### src/rtl/secuenciador_booth.sv
// Sequencer for the signed multiplier: operand capture, Booth multiply, sign/magnitude split, BCD conversion, display load.
// Latency pb_pulse->mult_valid and mult_done->bcd_valid is one cycle; pb_pulse while busy is dropped, waits are timeout-supervised.
module secuenciador_booth #(
    parameter int W              = 8,
    parameter int TIMEOUT_CYCLES = 256
) (
    input  logic             CLK100MHZ,
    input  logic             reset,
    input  logic             pb_pulse,
    input  logic [W-1:0]     op_a,
    input  logic [W-1:0]     op_b,
    output logic             mult_valid,
    output logic [W-1:0]     mult_a,
    output logic [W-1:0]     mult_b,
    input  logic             mult_done,
    input  logic [2*W-1:0]   mult_p,
    output logic             bcd_valid,
    output logic [2*W-2:0]   bcd_bin,
    input  logic             bcd_done,
    input  logic [19:0]      bcd_code,
    output logic [20:0]      disp_code,
    output logic             busy,
    output logic             error
);

    localparam int CW = $clog2(TIMEOUT_CYCLES) + 1;
    localparam logic [CW-1:0] CNT_LAST = CW'(TIMEOUT_CYCLES - 1);

    typedef enum logic [2:0] {
        IDLE, M_START, M_WAIT, B_START, B_WAIT, ERR
    } state_t;

    state_t          state_q;
    logic [CW-1:0]   cnt_q;
    logic            sign_q;
    logic            mult_valid_q, bcd_valid_q, busy_q, error_q;
    logic [W-1:0]    mult_a_q, mult_b_q;
    logic [2*W-2:0]  bcd_bin_q;
    logic [20:0]     disp_code_q;
    logic [2*W-2:0]  mag_d;

    // |p| always fits in 2W-1 bits because the most negative product is never reached.
    assign mag_d = (2*W-1)'(mult_p[2*W-1] ? -mult_p : mult_p);

    always_ff @(posedge CLK100MHZ) begin
        if (reset) begin
            state_q      <= IDLE;
            cnt_q        <= '0;
            sign_q       <= 1'b0;
            mult_valid_q <= 1'b0;
            bcd_valid_q  <= 1'b0;
            busy_q       <= 1'b0;
            error_q      <= 1'b0;
            mult_a_q     <= '0;
            mult_b_q     <= '0;
            bcd_bin_q    <= '0;
            disp_code_q  <= '0;
        end else begin
            mult_valid_q <= 1'b0;
            bcd_valid_q  <= 1'b0;
            case (state_q)
                IDLE, ERR: begin
                    if (pb_pulse) begin
                        mult_a_q     <= op_a;
                        mult_b_q     <= op_b;
                        error_q      <= 1'b0;
                        mult_valid_q <= 1'b1;
                        busy_q       <= 1'b1;
                        state_q      <= M_START;
                    end
                end
                M_START: begin
                    cnt_q   <= '0;
                    state_q <= M_WAIT;
                end
                M_WAIT: begin
                    if (mult_done) begin
                        sign_q      <= mult_p[2*W-1];
                        bcd_bin_q   <= mag_d;
                        bcd_valid_q <= 1'b1;
                        state_q     <= B_START;
                    end else if (cnt_q == CNT_LAST) begin
                        error_q <= 1'b1;
                        busy_q  <= 1'b0;
                        state_q <= ERR;
                    end else begin
                        cnt_q <= cnt_q + 1'b1;
                    end
                end
                B_START: begin
                    cnt_q   <= '0;
                    state_q <= B_WAIT;
                end
                B_WAIT: begin
                    if (bcd_done) begin
                        disp_code_q <= {sign_q, bcd_code};
                        busy_q      <= 1'b0;
                        state_q     <= IDLE;
                    end else if (cnt_q == CNT_LAST) begin
                        error_q <= 1'b1;
                        busy_q  <= 1'b0;
                        state_q <= ERR;
                    end else begin
                        cnt_q <= cnt_q + 1'b1;
                    end
                end
                default: state_q <= IDLE;
            endcase
        end
    end

    assign mult_valid = mult_valid_q;
    assign mult_a     = mult_a_q;
    assign mult_b     = mult_b_q;
    assign bcd_valid  = bcd_valid_q;
    assign bcd_bin    = bcd_bin_q;
    assign disp_code  = disp_code_q;
    assign busy       = busy_q;
    assign error      = error_q;

endmodule

### config.mk
export PLATFORM = sky130hd
export DESIGN_NAME = secuenciador_booth
export DESIGN_NICKNAME = d
export VERILOG_FILES = /design/src/rtl/secuenciador_booth.sv
export SDC_FILE = /design/constraint.sdc
export NUM_CORES = 1
export LEC_CHECK = 0
export BUFFER_PORTS_ARGS = -buffer_cell sky130_fd_sc_hd__buf_4
export CORE_AREA = 4 4 81 83
export CTS_CLUSTER_DIAMETER = 50
export CTS_CLUSTER_SIZE = 25
export DETAILED_ROUTE_END_ITERATION = 8
export DIE_AREA = 0 0 85 87
export PLACE_DENSITY_LB_ADDON = 0.3
export RECOVER_POWER = 100
export SLEW_MARGIN = 20
export SYNTH_ARGS = -nofsm -noshare
export SYNTH_HDL_FRONTEND = slang
export SYNTH_SLANG_ARGS = --single-unit
### constraint.sdc
create_clock -name CLK100MHZ -period 5.44 [get_ports CLK100MHZ]
set_clock_uncertainty 0.15 [all_clocks]
set_input_delay 0.272 -clock CLK100MHZ [delete_from_list [all_inputs] [get_ports CLK100MHZ]]
set_output_delay 0.272 -clock CLK100MHZ [all_outputs]
set_load 0.1 [all_outputs]
* Word-level counts from Yosys, hierarchy flattened
Cells that the tools add are included.
** Word-level totals
- Input port bits :: 57
- Logic and storage cells :: 59
- Flip-flop bits (word level) :: 69
- Output and inout port bits :: 56
** Operators by class
- Add/subtract/negate cells :: 2
- Muxes and demuxes :: 22
- Bitwise gates (word level) :: 2
- Eq/ne operators :: 9
- Reductions and logical operators :: 13
** Operators with widths (count)
- 9-bit two-way mux :: 3
- 9-bit one-hot mux with 3 select lines :: 1
- 15-bit two-way mux :: 1
- 15-bit negation :: 1
- 3-bit one-hot mux with 5 select lines :: 1
- 3-bit two-way mux :: 4
- 1-bit two-way mux :: 10
- 9-bit by 1-bit adder with 9-bit output, second input constant :: 1
- 9-bit by 8-bit == test with 1-bit output, second input constant :: 1
- 2-bit OR reduction :: 4
- 3-bit by 2-bit == test with 1-bit output, second input constant :: 2
- 3-bit == test, second input constant :: 2
- 2-bit != test, second input constant :: 3
- 1-bit one-hot mux with 3 select lines :: 2
- 2-bit AND reduction :: 3
- 3-bit AND reduction :: 2
- 3-bit nonzero test :: 2
- 4-bit AND reduction :: 1
- 3-bit by 1-bit == test with 1-bit output, second input constant :: 1
- 3-bit zero test :: 1
- 1-bit NOT :: 2

* Depth between registers and ports, before layout
Gate-level depths: netlist of the first run.
- Word-level depth :: 4
- Mapped depth :: 9
- Depth with buffers taken out :: 8

* Least setup slack after synthesis of the first run
OpenSTA, ideal clock, no wires.
- Kind :: reg2reg
- Start :: reg cnt_q[0]
- End :: reg cnt_q[1]
- Buffers on the path :: 0
- Stages on the path, launching flop included :: 9
- Setup slack :: 3.325 ns
- Clock period less this slack :: 2.115 ns
- Required time :: 5.220 ns
- Data arrival time :: 1.895 ns
- Cells stage by stage :: dfxtp_1 -> ha_1 -> nand2_1 -> nor2_1 -> ha_1 -> nor4b_1 -> a211oi_2 -> or3b_2 -> a21oi_1
** Between the ends
- Longest elaborated chain between the ends :: 4
- Elaborated cells on any way between the ends :: 6
- Classes of those cells :: 1 x add/sub; 1 x eq/ne; 4 x mux
** Ends and longest elaborated chain
- start: declaration :: line 34 : logic [CW-1:0] cnt_q;
- start signal: assignment :: line 87 : cnt_q <= cnt_q + 1'b1;
- start signal: assignment :: line 104 : cnt_q <= cnt_q + 1'b1;
- 9-bit by 1-bit adder with 9-bit output or 9-bit by 8-bit == test with 1-bit output (tied branches)
- 9-bit two-way mux (*) :: line 82, 99
- 9-bit two-way mux, on equally long branches :: line 95, 77
- 9-bit one-hot mux with 3 select lines (*) :: line 61 : case (state_q)
Mark *: on every way between the ends. The rest lies on a longest branch, timed or not. The select of a mux whose other input is x is not followed.
A chain may end at the register's enable or synchronous reset.

* Worst setup path in the final report of the first run
- Start :: reg cnt_q[2]
- End :: reg cnt_q[3]
The elaborated chain is that of the path after synthesis.

==> impl_metrics.ini, run 1 <==
[drt]
routed_wl_um = 7390
drtIter0Drc = 178
routed-via-count = 2857
drc = 0
via_per_inst = 5.19
drtAntennaViolNets = 0
firstDrtPassIters = 4
wl_per_cell_um = 13.4

[layout]
nFillCells = 551
stdcell_area_mm2 = 0.00383
antennaDiodeCount = 0
regArea_mm2 = 0.00138
syn_to_final_growth_pct = 26.8
multi_input_area_mm2 = 0.00148
fin_cells = 551
drive_gt1_frac = 0.166
nets = 531
fin_util = 0.655

[hold_path]
holdCritStartpoint = bcd_code[1]
min_path_type = in2reg
whs_endpoint = disp_code[1]$_SDFFE_PP0P_
hold_depth = 3

[setup_path]
reg2reg_slack_ps = 2480
end_kind = flip-flop
rr_worst_depth = 8
slowest_stage = a211oi_1
r2r_start = cnt_q[2]$_SDFFE_PP0P_
max_stage_delay_ps = 1130
crit_path_cell_trace = and3_1 -> nand3_1 -> nor2_1 -> ha_1 -> nor2_1 -> a211oi_1 -> o21ai_0 -> a21oi_1
cp_max_fo = 17
worst_path_dominant_cell_family = compound AO/OA/AOI/OAI gates
start_kind = flip-flop
criticalPathCategory = reg2reg
crit_top_cell = nor2_1
crit_arrival_ps = 3090
crit_required_ps = 5560
timing.rr.end = cnt_q[3]$_SDFFE_PP0P_
worst-path-buf-inv = 0

[timing]
fin_crit_ps = 2960
worst_slack_ps = 2480
finalSetupTns_ps = 0
timing.hold.ws_ps = 14.9
slew_headroom = 0.0661
slew_viol_final = 0
hold_violations = 0
max_freq_mhz = 338
tightest_slew_ps = 1390
finalSetupViolCount = 0
rsz0062_at_grt = no
final.period_utilization = 0.544

[floorplan]
fp-row-count = 28
core_area_mm2 = 0.00585
initial_core_util = 0.517
die_area_mm2 = 0.00740
io_pins = 113
die_h_um = 87
die_w_um = 85

[placed_design]
place_area_mm2 = 0.00385
portBuffers = 112
dp_slack_ps = 2960
dp.final_hpwl_um = 5290
dp_cells = 535
place_congestion = 0.852

[global_routing]
track_usage = 0.205
first_global_vias = 2772
antenna_found_initial = 0
grt_start_max_net_pins = 64
gr-total-overflow = 0
grt_pass1_wl_um = 12200

[clock_network]
path_clk_slew_ps = 80
clk_path_buf_depth = 2
ctsResizeCount = 0
cts_buffers = 9
root_buffer = clkbuf_8
htreeDepth = 3
cts_tree = built
postCtsSetupRepairBufs = 0
clk_latency_ps = 340
cts_sinks = 69
hold_buffers = 0

[power_and_ir_drop]
internal_power_mw = 0.955
clock_power_share = 0.243
p_leak_nw = 1.40
p_total_mw = 1.78
switching_share = 0.463
power_density_mw_per_mm2 = 464
p_seq_frac = 0.352
combPwrFrac = 0.406
ir_worst_vdd_v = 0.000250
power_switching_mw = 0.823

[logic_synthesis]
synth_area_mm2 = 0.00302
syn_inst = 371
yosys_warnings = 0
synth_area_leader_cell = dfxtp_1
synth.yosys.seq_area_share = 0.457
synth.area.top_cells = dfxtp_1, nand2_1, a21oi_1, a211oi_1, nor2_1
ys_ff_latch = 69
avgSynthCellArea_um2 = 8.15
synth_top_cell_area_share = 0.457
synth_fp_nets = 431
synth-main-ff-cell = dfxtp_1
ys_types = 47
async_flop_share = 0
synth_edf_count = 0

[status]
status = completed

[job]
maxCapViolations = 0
-- sequential cells by signal (all words and copies together), names as in the netlist --
name	count
disp_code	21
busy	1
sign_q	1
state_q	3
cnt_q	9
error	1
mult_valid	1
bcd_bin	15
bcd_valid	1
mult_b	8
mult_a	8
-- cells by family after synthesis --
logic type                 after synthesis  share of synthesized area
AOI/OAI and AO/OA                       95                      0.191
xor gates and xnor gates                12                     0.0348
muxes                                    4                     0.0132
buffers and inverters                   33                     0.0472
adders and majority gates                3                     0.0124
DFF                                     69                      0.457
and+or+nand+nor                        155                      0.245
-- final cells by class --
class	instances	area share
Inverter	10	0.00979
Clock inverter	5	0.0153
Tap cell	75	0.0245
Timing Repair Buffer	112	0.164
Multi-Input combinational cell	269	0.386
Clock buffer	11	0.0395
Sequential cell	69	0.360
-- worst max path at each step --
| stage | end | slack [ps] | from | depth (start not counted) |
|---|---|---|---|---|
| floorplan | cnt_q[1]$_SDFFE_PP0P_ | 3320 | cnt_q[0]$_SDFFE_PP0P_ | 8 |
| global placement | cnt_q[1]$_SDFFE_PP0P_ | 3040 | cnt_q[2]$_SDFFE_PP0P_ | 8 |
| detailed placement | cnt_q[4]$_SDFFE_PP0P_ | 2960 | cnt_q[2]$_SDFFE_PP0P_ | 8 |
| CTS | cnt_q[4]$_SDFFE_PP0P_ | 2960 | cnt_q[2]$_SDFFE_PP0P_ | 8 |
| global route | cnt_q[5]$_SDFFE_PP0P_ | 2030 | cnt_q[2]$_SDFFE_PP0P_ | 8 |
| finish | cnt_q[3]$_SDFFE_PP0P_ | 2480 | cnt_q[2]$_SDFFE_PP0P_ | 8 |
-- placed cells by master, fill, tap and decap left out, types with 2 or more instances in the layout --
| cell | n |
|---|---|
| or2_2 | 2 |
| nand2_1 | 87 |
| mux2i_1 | 4 |
| dfxtp_1 | 69 |
| nor2_1 | 25 |
| xor2_1 | 3 |
| nand2b_1 | 3 |
| inv_1 | 9 |
| clkbuf_8 | 11 |
| nand4_1 | 2 |
| clkbuf_1 | 56 |
| clkinvlp_4 | 2 |
| and2_1 | 2 |
| or3_1 | 8 |
| o21ai_0 | 9 |
| buf_4 | 56 |
| o21bai_1 | 3 |
| a41oi_1 | 3 |
| nor3_1 | 5 |
| a211oi_1 | 14 |
| xnor2_1 | 9 |
| a21oi_1 | 54 |
| nor2b_1 | 3 |
| nor3b_1 | 4 |
| nand3_1 | 4 |
| nor4_4 | 2 |
| a31oi_1 | 3 |
| ha_1 | 3 |
-- cells in the mapped netlist, types with 2 or more instances --
master and n:
a211oi_1 13, a211oi_2 2, a21oi_1 54, a31oi_1 3
a41oi_1 3, and2_1 3, buf_2 9, clkbuf_1 13
dfxtp_1 69, ha_1 3, inv_1 9, mux2i_1 4
nand2_1 87, nand2b_1 3, nand3_1 4, nand4_1 2
nor2_1 25, nor2b_1 2, nor3_1 4, nor3b_1 3
nor4_4 2, o21ai_0 9, o21bai_1 3, or2_2 2
or3_1 8, xnor2_1 9, xor2_1 3
-- power by group through the flow --
stage / Combinational [mW] / Sequential (mW) / Clock (mW)
final: 0.722 / 0.625 / 0.431
after global routing: 0.769 / 0.638 / 0.463
after CTS: 0.778 / 0.627 / 0.440
after detailed placement: 0.776 / 0.639 / 0
after global placement: 0.765 / 0.635 / 0
after floorplan: 0.275 / 0.986 / 0
-- worst register-to-register path, stage by stage (launching register included) --
cell and delay [ps]:
dfxtp_1 370, and3_1 230, nand3_1 90, nor2_1 110, ha_1 290, nor2_1 90
a211oi_1 1130, o21ai_0 260, a21oi_1 180
-- per-layer routing --
| metal | up-vias | routed length [um] | track usage |
|---|---|---|---|
| li1 | 1470 | - | - |
| met1 | 1300 | 3020 | 0.232 |
| met2 | 78 | 3660 | 0.346 |
| met3 | 9 | 631 | 0.0747 |
| met4 | 0 | 78 | 0.0892 |
| met5 | - | 0 | 0 |
Power figures use the tool's default switching activity.
==> run 2, diff against run 1 <==
ABC_AREA = 1   (was unset)
CORE_AREA = 4 4 85 87   (was 4 4 81 83)
DIE_AREA = 0 0 89 91   (was 0 0 85 87)
clock period = 2.85 ns   (was 5.44 ns; I/O delays follow)
==> run 2 against run 1 <==
  * Sequential share of layout area is 4.9 points lower
  * Via count is 20% higher
  * Largest power group unchanged
  * Setup slack worse by 1800 ps
==> impl_metrics.ini, run 2 <==
[setup_path]
cp_max_fo = 22
criticalPathCategory = reg2reg
start_kind = flip-flop
crit_arrival_ps = 2260
crit_required_ps = 2910
end_kind = flip-flop

[timing]
finalSetupTns_ps = 0
tightest_slew_ps = 1240
hold_violations = 0
slew_headroom = 0.178
finalSetupViolCount = 0
max_freq_mhz = 455
final.period_utilization = 0.771
fin_crit_ps = 2200
rsz0062_at_grt = no
slew_viol_final = 0

[logic_synthesis]
synth_edf_count = 0
synth_area_mm2 = 0.00316
synth_fp_nets = 502
yosys_warnings = 0
synth-main-ff-cell = dfxtp_1
synth_common_cells = nand2_1, dfxtp_1, a21oi_1
ys_types = 27
post-synth-top-count-cell = nand2_1
avgSynthCellArea_um2 = 7.15
synth_top_cell_area_share = 0.437
synth_area_leader_cell = dfxtp_1
syn_inst = 442
synth.yosys.seq_area_share = 0.437
synth.area.top_cells = dfxtp_1, a21oi_1, nand2_1, nand3_1, inv_1
async_flop_share = 0
ys_ff_latch = 69

[drt]
wl_met2_um = 4970
wl_per_cell_um = 13.5
wl_met3_um = 404
routed_wl_um = 9140
routed-via-count = 3415
drtIter0Drc = 205
drc = 0
wirelength_met1_um = 3500
firstDrtPassIters = 4
drtAntennaViolNets = 0
top_layer = met4
via_per_inst = 5.05

[power_and_ir_drop]
power_density_mw_per_mm2 = 867
p_leak_nw = 1.88
ir_worst_vdd_v = 0.000557

[layout]
drive_gt1_frac = 0.134
multi_input_area_mm2 = 0.00144
nets = 655
largest_register_ffs = 21
layout_common_cells = nand2_1, dfxtp_1, a21oi_1, clkbuf_1, buf_4
syn_to_final_growth_pct = 40.6
regArea_mm2 = 0.00138
mostFrequentLayoutCell = nand2_1
fin_cells = 676
fin_util = 0.700
nFillCells = 552
antennaDiodeCount = 0

[floorplan]
die_h_um = 91
io_pins = 113
die_w_um = 89
die_area_mm2 = 0.00810
fp-row-count = 29
core_area_mm2 = 0.00635
initial_core_util = 0.498

[clock_network]
htreeDepth = 3
postCtsSetupRepairBufs = 0
cts_buffers = 9
ctsResizeCount = 0
clk_path_buf_depth = 2
root_buffer = clkbuf_8
path_clk_slew_ps = 70
clk_latency_ps = 330
cts_tree = built
cts_sinks = 69

[placed_design]
dp.final_hpwl_um = 5880
dp_cells = 612
place_congestion = 0.852
portBuffers = 112

[job]
maxCapViolations = 0

[hold_path]
min_path_type = in2reg

[global_routing]
antenna_found_initial = 0
grt_start_max_net_pins = 41
grt_pass1_wl_um = 15300
first_global_vias = 3350
track_usage = 0.237
gr-total-overflow = 0

[status]
status = completed
==> run 2: changes by cell type after synthesis, sizes merged, moves of 5 or more <==
| cell | previous run | this run |
|---|---|---|
| inv | 9 | 58 |
| or3 | 8 | 0 |
| o21ai | 9 | 38 |
| nor2 | 25 | 39 |
| xnor2 | 9 | 4 |
| a211oi | 15 | 0 |
| nand3 | 4 | 50 |
==> run 2: critical path, cell delays in order, from the launching register on <==
cell and delay, ps:
dfxtp_1 340, inv_1 160, nand2_1 110, nor2_1 200
buf_4 290, nand2_1 470, nand4_1 270, a21oi_1 80
==> run 2: final timing paths <==
path | from | depth (start not counted) | slack [ps] | to
worst max-delay path | state_q[0]$_SDFFE_PP0P_ | 7 | 650 | error$_SDFFE_PP0P_
worst min-delay path | mult_p[11] | 5 | 10 | bcd_bin[11]$_SDFFE_PP0P_
worst max register to register | state_q[0]$_SDFFE_PP0P_ | 7 | 650 | error$_SDFFE_PP0P_
worst min register to register | mult_a[1]$_SDFFE_PP0P_ | 2 | 300 | mult_a[1]$_SDFFE_PP0P_
==> run 2: timing repair <==
action                                 4_1_cts  5_1_grt
hold buffers                                49        0
setup endpoints to repair                    0        0
endpoints found under the hold margin       49        0
==> run 2: layout make-up <==
cell class / count / area share
sequential: 69 / 0.311
clock buffer: 14 / 0.0389
timing repair buffer: 162 / 0.253
clock inverter: 1 / 0.00113
multi-input combinational: 295 / 0.325
tap: 77 / 0.0217
inverter: 58 / 0.0490
==> run 2: where the power goes <==
part | internal [mW] | switching, mW | total, mW
logic | 0.345 | 1.56 | 1.90
registers | 1.14 | 0.0986 | 1.23
clock network | 0.382 | 0.334 | 0.717
total | 1.86 | 1.99 | 3.85
==> run 2: cell families after synthesis <==
kind of cell | after synthesis | synth area share
flip-flops | 69 | 0.437
adder cells (fa/ha/maj) | 3 | 0.0119
XOR/XNOR | 9 | 0.0249
AND/OR/NAND/NOR | 181 | 0.263
AO/OA/AOI/OAI | 102 | 0.165
buffers and inverters | 78 | 0.0986
==> run 2: metal layers <==
metal,vias to the layer above,GRT usage
met5,-,0
met2,82,0.413
met1,1565,0.277
met4,0,0.0980
met3,25,0.0507
li1,1743,-
==> run 2: per-stage QoR <==
stage / total power [mW] / instance area, um^2 / hold WS (ps) / setup slack [ps]
5_1_grt: 4.06 / 4440 / 30.1 / 401
6_report: 3.85 / 4440 / 12.3 / 653
2_1_floorplan: 2.82 / 3160 / 152 / 1160
3_3_place_gp: 3.20 / 4010 / 262 / 911
3_5_place_dp: 3.22 / 4010 / 278 / 880
4_1_cts: 4.00 / 4680 / 0.895 / 846
==> run 3, diff against run 2 <==
CORE_AREA = 4 4 89 91   (was 4 4 85 87)
DIE_AREA = 0 0 93 95   (was 0 0 89 91)
clock period = 2 ns   (was 2.85 ns; I/O delays follow)
==> run 3 against run 2 <==
  * Die area grew 9.1%
  * Fmax grew 15%
  * Global-route usage shrank 2.0 points
  * Sequential power grew 44%
  * Final cell count grew 5.0%
  * Hold slack gained 2.8 ps
  * Sequential share of layout area shrank 1.8 points
  * Wire length grew 3.7%
  * Utilization shrank 3.7 points
  * First-iteration DRC count shrank 2.4%
  * Combinational power grew 50%
  * Total power grew 49%
  * Largest cell class unchanged
==> impl_metrics.ini, run 3 (same netlist as run 2, synthesis figures left out) <==
[timing]
slew_headroom = 0.505
fin_crit_ps = 1910
final.period_utilization = 0.957
worst_slack_ps = 85.2
finalSetupTns_ps = 0
tightest_slew_ps = 742
slew_viol_final = 0
max_freq_mhz = 522
hold_violations = 0
finalSetupViolCount = 0

[setup_path]
max_stage_delay_ps = 590
criticalPathCategory = reg2reg
worst-path-buf-inv = 3
start_kind = flip-flop
slowest_stage = dlygate4sd3_1
cp_max_fo = 21
end_kind = flip-flop
crit_required_ps = 2110
worst_path_dominant_cell_family = buffers and inverters
crit_path_cell_trace = inv_2 -> nand2_2 -> nor2_4 -> buf_12 -> nand3_1 -> dlygate4sd3_1 -> a21oi_2
crit_arrival_ps = 2030

[power_and_ir_drop]
p_seq_frac = 0.308
p_leak_nw = 2.13
power_switching_mw = 2.94
ir_worst_vdd_v = 0.000708
power_density_mw_per_mm2 = 1220
clock_power_share = 0.197
internal_power_mw = 2.82
switching_share = 0.511
combPwrFrac = 0.495

[clock_network]
clk_latency_ps = 330
root_buffer = clkbuf_8
htreeDepth = 3
cts_sinks = 69
clk_path_buf_depth = 2
path_clk_slew_ps = 80
cts_buffers = 9
cts_tree = built

[floorplan]
fp-row-count = 31
initial_core_util = 0.443
io_pins = 113
die_area_mm2 = 0.00884
core_area_mm2 = 0.00714
die_h_um = 95
die_w_um = 93

[drt]
routed_wl_um = 9470
drtIter0Drc = 200
drtAntennaViolNets = 0
drc = 0
firstDrtPassIters = 5
via_per_inst = 4.98
wl_per_cell_um = 13.3
routed-via-count = 3534

[layout]
multi_input_area_mm2 = 0.00149
drive_gt1_frac = 0.262
mostFrequentLayoutCell = nand2_1
largest_register_ffs = 21
regArea_mm2 = 0.00139
nFillCells = 646
syn_to_final_growth_pct = 49.6
stdcell_area_mm2 = 0.00473
layout_common_cells = nand2_1, dfxtp_1, a21oi_1, buf_4, clkbuf_2
nets = 666
antennaDiodeCount = 0

[placed_design]
place_area_mm2 = 0.00407
place_congestion = 0.806
portBuffers = 112
dp_slack_ps = 102
dp.final_hpwl_um = 6010

[hold_path]
min_path_type = in2reg

[global_routing]
gr-total-overflow = 0
antenna_found_initial = 0
grt_pass1_wl_um = 15400
grt_start_max_net_pins = 40
first_global_vias = 3443
track_usage = 0.217

[status]
status = completed

[job]
maxCapViolations = 0
run 3: cell type report:
class,instances,share of cell area
clock buffers,10,0.0291
clock inverters,6,0.0132
inverters,58,0.0466
multi-input cells,295,0.315
flip-flops and latches,69,0.293
well taps,99,0.0262
repair buffers,173,0.276
run 3: power by group through the flow:
| stage | combinational [mW] | clock [mW] | sequential [mW] |
|---|---|---|---|
| 2_1_floorplan | 0.845 | 0 | 3.18 |
| 3_3_place_gp | 2.81 | 0 | 1.78 |
| 3_5_place_dp | 2.84 | 0 | 1.79 |
| 4_1_cts | 2.94 | 1.16 | 1.76 |
| 5_1_grt | 3.01 | 1.22 | 1.80 |
| 6_report | 2.85 | 1.13 | 1.77 |
run 3: path summary, 6_finish.rpt:
path | depth (start not counted) | to | start | slack (ps)
hold / removal | 3 | disp_code[3]$_SDFFE_PP0P_ | bcd_done | 20
setup / recovery | 7 | disp_code[15]$_SDFFE_PP0P_ | state_q[1]$_SDFFE_PP0P_ | 90
hold reg to reg | 2 | mult_a[6]$_SDFFE_PP0P_ | mult_a[6]$_SDFFE_PP0P_ | 300
setup reg to reg | 7 | disp_code[15]$_SDFFE_PP0P_ | state_q[1]$_SDFFE_PP0P_ | 90
run 3: through the flow:
step	util	hold slack (ps)	std cells	total power, mW
after floorplan	-	109	442	4.02
after global placement	0.571	217	637	4.59
after detailed placement	0.571	224	637	4.63
after CTS	0.676	2.62	708	5.86
after global routing	0.662	20.4	710	6.03
final	0.662	15.1	710	5.76
run 3: what timing repair did:
item,in CTS,in global routing
setup endpoints to repair,0,23
gates resized for setup,0,14
buffers inserted,0,2
hold buffers,55,0
hold endpoints to repair,51,0
run 3: worst min-delay path, stage by stage:
cell     delay [ps]
buf_4           190
nand3_1         100
a21oi_1          60
run 3: routing by layer:
layer | GRT usage | share of wire | vias up
met5 | 0 | 0 | -
met2 | 0.406 | 0.54 | 110
met4 | 0.105 | 0.028 | 0
met3 | 0.0375 | 0.043 | 23
li1 | - | - | 1767
met1 | 0.236 | 0.39 | 1634
